`src/rtl/ps2_keyboard.sv`:
```
// PS/2 keyboard receiver: synchronizes ps2_clk/ps2_data, deframes 11-bit frames and queues scan codes in a small FIFO.
// Optional odd-parity checking is enabled by defining PS2_PARITY_CHECK_EN.
module ps2_keyboard #(
  parameter int unsigned FIFO_AW     = 3,
  parameter int unsigned SYNC_STAGES = 3
) (
  input  logic       clk,
  input  logic       clrn,
  input  logic       ps2_clk,
  input  logic       ps2_data,
  input  logic       nextdata_n,
  output logic [7:0] data,
  output logic       ready,
  output logic       overflow
);

  localparam int unsigned DEPTH  = 1 << FIFO_AW;
  localparam int unsigned CNT_W  = 4;
  localparam int unsigned BUF_W  = 9;

  logic [SYNC_STAGES-1:0] r_clk_sync;
  logic [1:0]             r_data_sync;
  logic [CNT_W-1:0]       r_cnt;
  logic [BUF_W-1:0]       r_buf;
`ifdef PS2_PARITY_CHECK_EN
  logic                   r_par;
`endif
  logic [7:0]             r_fifo [DEPTH];
  logic [FIFO_AW-1:0]     r_wptr;
  logic [FIFO_AW-1:0]     r_rptr;
  logic                   r_ready;
  logic                   r_overflow;

  logic                   w_fall;
  logic                   w_bit;
  logic                   w_stop;
  logic                   w_frame_ok;
  logic                   w_full;
  logic                   w_push;
  logic                   w_pop;
  logic [FIFO_AW-1:0]     w_wptr_inc;
  logic [FIFO_AW-1:0]     w_rptr_inc;

  // Oldest stage is the MSB; a 1 followed by a 0 marks a falling ps2_clk edge.
  assign w_fall = r_clk_sync[SYNC_STAGES-1] & ~r_clk_sync[SYNC_STAGES-2];
  assign w_bit  = r_data_sync[1];
  assign w_stop = w_fall && (r_cnt == CNT_W'(10));

`ifdef PS2_PARITY_CHECK_EN
  assign w_frame_ok = ~r_buf[0] & w_bit & (^{r_par, r_buf[8:1]});
`else
  assign w_frame_ok = ~r_buf[0] & w_bit;
`endif

  assign w_wptr_inc = r_wptr + FIFO_AW'(1);
  assign w_rptr_inc = r_rptr + FIFO_AW'(1);
  assign w_full     = (w_wptr_inc == r_rptr);
  assign w_push     = w_stop && w_frame_ok && !w_full;
  assign w_pop      = r_ready && !nextdata_n;

  // Input synchronizers.
  always_ff @(posedge clk) begin
    if (clrn) begin
      r_clk_sync  <= '1;
      r_data_sync <= '1;
    end else begin
      r_clk_sync  <= {r_clk_sync[SYNC_STAGES-2:0], ps2_clk};
      r_data_sync <= {r_data_sync[0], ps2_data};
    end
  end

  // Frame deframer: start and data bits land in r_buf, stop bit is checked live.
  always_ff @(posedge clk) begin
    if (clrn) begin
      r_cnt <= '0;
    end else if (w_fall) begin
      if (r_cnt == CNT_W'(10)) begin
        r_cnt <= '0;
      end else begin
        r_cnt <= r_cnt + CNT_W'(1);
        if (r_cnt < CNT_W'(BUF_W)) r_buf[r_cnt] <= w_bit;
`ifdef PS2_PARITY_CHECK_EN
        if (r_cnt == CNT_W'(9)) r_par <= w_bit;
`endif
      end
    end
  end

  // FIFO storage is intentionally not cleared by reset.
  always_ff @(posedge clk) begin
    if (w_push) r_fifo[r_wptr] <= r_buf[8:1];
  end

  always_ff @(posedge clk) begin
    if (clrn) begin
      r_wptr     <= '0;
      r_rptr     <= '0;
      r_ready    <= 1'b0;
      r_overflow <= 1'b0;
    end else begin
      if (w_push) r_wptr <= w_wptr_inc;
      if (w_pop)  r_rptr <= w_rptr_inc;
      if (w_stop && w_frame_ok && w_full) r_overflow <= 1'b1;
      if (w_push)     r_ready <= 1'b1;
      else if (w_pop) r_ready <= (w_rptr_inc != r_wptr);
    end
  end

  assign data     = r_fifo[r_rptr];
  assign ready    = r_ready;
  assign overflow = r_overflow;

endmodule

```
`config.mk`:
```
export PLATFORM = sky130hd
export DESIGN_NAME = ps2_keyboard
export DESIGN_NICKNAME = d
export VERILOG_FILES = /design/src/rtl/ps2_keyboard.sv
export SDC_FILE = /design/constraint.sdc
export NUM_CORES = 1
export LEC_CHECK = 0
export CORE_ASPECT_RATIO = 0.9
export CORE_MARGIN = 2
export CORE_UTILIZATION = 55
export DETAILED_ROUTE_END_ITERATION = 8
export PLACE_DENSITY = 0.84
export SYNTH_ARGS = -nofsm -noshare
export SYNTH_HDL_FRONTEND = slang
export SYNTH_SLANG_ARGS = --single-unit
```
`constraint.sdc`:
```
create_clock -name clk -period 3.4 [get_ports clk]
set_input_delay 0.85 -clock clk [delete_from_list [all_inputs] [get_ports clk]]
set_output_delay 0.85 -clock clk [all_outputs]
set_load 0.02 [all_outputs]
```
==> impl_metrics.yaml <==
sta:
  time_the_worst_path_needs_with_i_o_delays_and_setup_ns: 3.22
  setup_total_negative_slack_ns: 0
  setup_failing_eps_final: 0
  report.final.slew_viol_count: 0
  timing.max_slew.rel_slack: 0.647
  tightest_slew_ns: 0.526
  finalHoldViolCount: 0
  fin_skew_ns: 0.0118
  fmaxAchievable_mhz: 311
  setup_repair_after_global_routing_missed_its_margin: "no"
  final_min_period_over_clock_period: 0.946
clock_network:
  cts_htree_levels: 3
  clk_root_buffer_cell: "sky130_fd_sc_hd__clkbuf_8"
  post-cts-setup-buffer-count: 0
  ctsResizeCount: 0
  cts_buffer_depth: 2
  clkSlewWorstSetupHoldPaths_ns: 0.09
  worst_skew_late_latency_ns: 0.35
  tritoncts: "yes"
  cts_num_sinks: 93
  cts-buffers-inserted: 9
  post_cts_hold_buffer_count: 0
synthesis:
  most_numerous_cell_in_the_yosys_netlist: "sky130_fd_sc_hd__edfxtp_1"
  synth_top_flop_cell: "sky130_fd_sc_hd__edfxtp_1"
  syn_area_mm2: 0.00367
  post_synth_inst_count: 217
  yosys.cell_types.count: 33
  yosysTopAreaCellShare: 0.597
  ys_warn_count: 0
  synth_edf_count: 73
  synth_seq_cells: 93
  synth_sequential_area_ratio: 0.706
  top_area_cells_in_the_synthesized_netlist: "sky130_fd_sc_hd__edfxtp_1 (60%), sky130_fd_sc_hd__dfxtp_1 (11%), sky130_fd_sc_hd__mux4_2 (9.8%), sky130_fd_sc_hd__mux2_2 (2.8%), sky130_fd_sc_hd__nor2_1 (2.2%)"
  post_synth_most_frequent_cells: "sky130_fd_sc_hd__edfxtp_1 (73), sky130_fd_sc_hd__nor2_1 (22), sky130_fd_sc_hd__dfxtp_1 (20)"
  syn_nets: 224
  synth_area_leader_cell: "sky130_fd_sc_hd__edfxtp_1"
  share_of_flip_flops_with_an_asynchronous_set_or_reset: 0
  synth_area_per_cell_um2: 16.9
worst_setup_path:
  rr_worst_depth: 6
  endpoint_kind: "output port"
  worstPathCellList: "buf_4 -> mux4_2 -> mux2_2 -> clkdlybuf4s50_1"
  timing.critical_path.slowest_cell_delay_ns: 0.55
  critical_path.slowest_cell: "sky130_fd_sc_hd__mux4_2"
  cp_num_cells: 4
  worst-path-buf-inv: 2
  cp_top_family: "buffers and inverters"
  crit_required_ns: 2.55
  cp-start-kind: "flip-flop"
  timing_worst_setup_path_type: "reg -> out"
  critPathArrivalTime_ns: 2.37
  critical_path_peak_fanout: 16
global_routing:
  number_of_antenna_violations_at_the_first_check_in_global_routing: 0
  grt_pass1_vias: 1838
  globalRouteTotalUtil: 0.172
  pin_count_of_the_biggest_net_entering_global_routing: 17
  grt_first_pass_wirelength_mm: 9.35
  grt_overflow_total: 0
outcome:
  outcome: "complete, no violations"
floorplanning:
  design.core.area_mm2: 0.00652
  initial_utilization: 0.564
  die_h_um: 81.5
  floorplan.io_pins: 15
  fp-row-count: 28
  die-area_mm2: 0.00735
  die_width_um: 90.1
pwr:
  p_leak_nw: 1.31
  total_power_mw: 1.95
  ir_worst_vdd_uv: 275
  power_density_mw_per_mm2: 469
finish:
  antennaDiodeCount: 0
  share_of_final_layout_standard_cells_stronger_than_drive_strength_1: 0.250
  synthToLayoutAreaGrowth_pct: 13.1
  nNetsFinal: 250
  final_cell_area_mm2: 0.00415
drt:
  via_count: 1858
  remaining_drc_errors: 0
  drtIter0Drc: 157
  wire_length_per_cell_um: 17.4
  post_drt_via_cell_ratio: 5.50
  final_antenna_net_count: 0
  drtPass1Iterations: 4
  wl_mm: 5.88
place:
  dp_hpwl_mm: 3.74
  globalplace.congestion: 0.730
  dpl_cell_area_mm2: 0.00396
  port-buffer-count: 14
min_path:
  worstHoldPathType: "reg -> reg"
  worstHoldPathCells: 1
job:
  cap_viol_max_count: 0
==> logic make-up (layout without fill, tap and decap cells) <==
group	after synthesis	after routing	share of synthesized area
XOR/XNOR	9	9	0.0259
AO/OA/AOI/OAI	13	13	0.0245
buffers and inverters	12	43	0.0160
adder cells (fa/ha/maj)	2	2	0.00681
flip-flops	93	93	0.706
multiplexers	27	27	0.131
AND/OR/NAND/NOR	61	61	0.0896
==> report_power, final <==
group          switching (mW)  internal, mW  leakage [nW]  total (mW)
sequential            0.00393          1.21         0.816        1.22
combinational         0.00778       0.00907         0.399      0.0168
clock                   0.372         0.342        0.0960       0.714
==> metal layers <==
layer	vias up	GRT usage	wire, µm
met3	8	0.0358	323
met4	0	0.0846	74
met2	52	0.295	2970
li1	880	-	-
met1	918	0.213	2510
met5	-	0	0
==> final cells by class <==
type                            instances  area, µm²
Tap cell                               90        113
Sequential cell                        93       2590
Clock buffer                            9        124
Inverter                                2       7.51
Clock inverter                          7       72.6
Multi-Input combinational cell        112       1020
Timing Repair Buffer                   25        223
Fill cell                             480       2360
==> stage by stage <==
| step | setup slack [ns] | cells | util | hold slack (ns) |
|---|---|---|---|---|
| after floorplan | 1.02 | 217 | - | 0.389 |
| after global placement | 0.585 | 322 | 0.607 | 0.392 |
| after detailed placement | 0.524 | 322 | 0.607 | 0.395 |
| after CTS | 0.137 | 338 | 0.637 | 0.416 |
| after global routing | 0.0836 | 338 | 0.637 | 0.425 |
| final | 0.183 | 338 | 0.637 | 0.415 |
==> final timing paths <==
check	startpoint	end	slack, ns
min reg2reg	r_clk_sync[0]	r_clk_sync[1]	0.41
max	flip-flop	data[7]	0.18
min	r_clk_sync[0]	r_clk_sync[1]	0.41
max reg2reg	r_wptr[0]	r_fifo[7][5]	1.08
==> state kept, by name (all words and copies together), names as in the netlist, named ones only <==
signal	count
r_data_sync	2
r_cnt	4
r_fifo	64
r_wptr	3
overflow	1
ready	1
r_clk_sync	3
r_rptr	3
r_buf	9
==> cells in the final DEF, fill, tap and decap left out, drive strengths merged, types with 2 or more instances in the layout <==
cell type,netlist,layout
a21oi,7,7
and4bb,2,2
buf,6,11
clkbuf,4,9
clkdlybuf4s50,0,14
clkinv,0,2
clkinvlp,0,2
dfxtp,20,20
edfxtp,73,73
ha,2,2
inv,2,4
mux2,9,9
mux2i,2,2
mux4,16,16
nand2,5,5
nand2b,8,8
nand3,3,3
nor2,22,22
nor2b,3,3
nor3,7,7
o21ai,4,4
or2,6,6
or4,2,2
xnor2,4,4
xor2,4,4
Note: power is estimated with default switching activity, not from simulation.
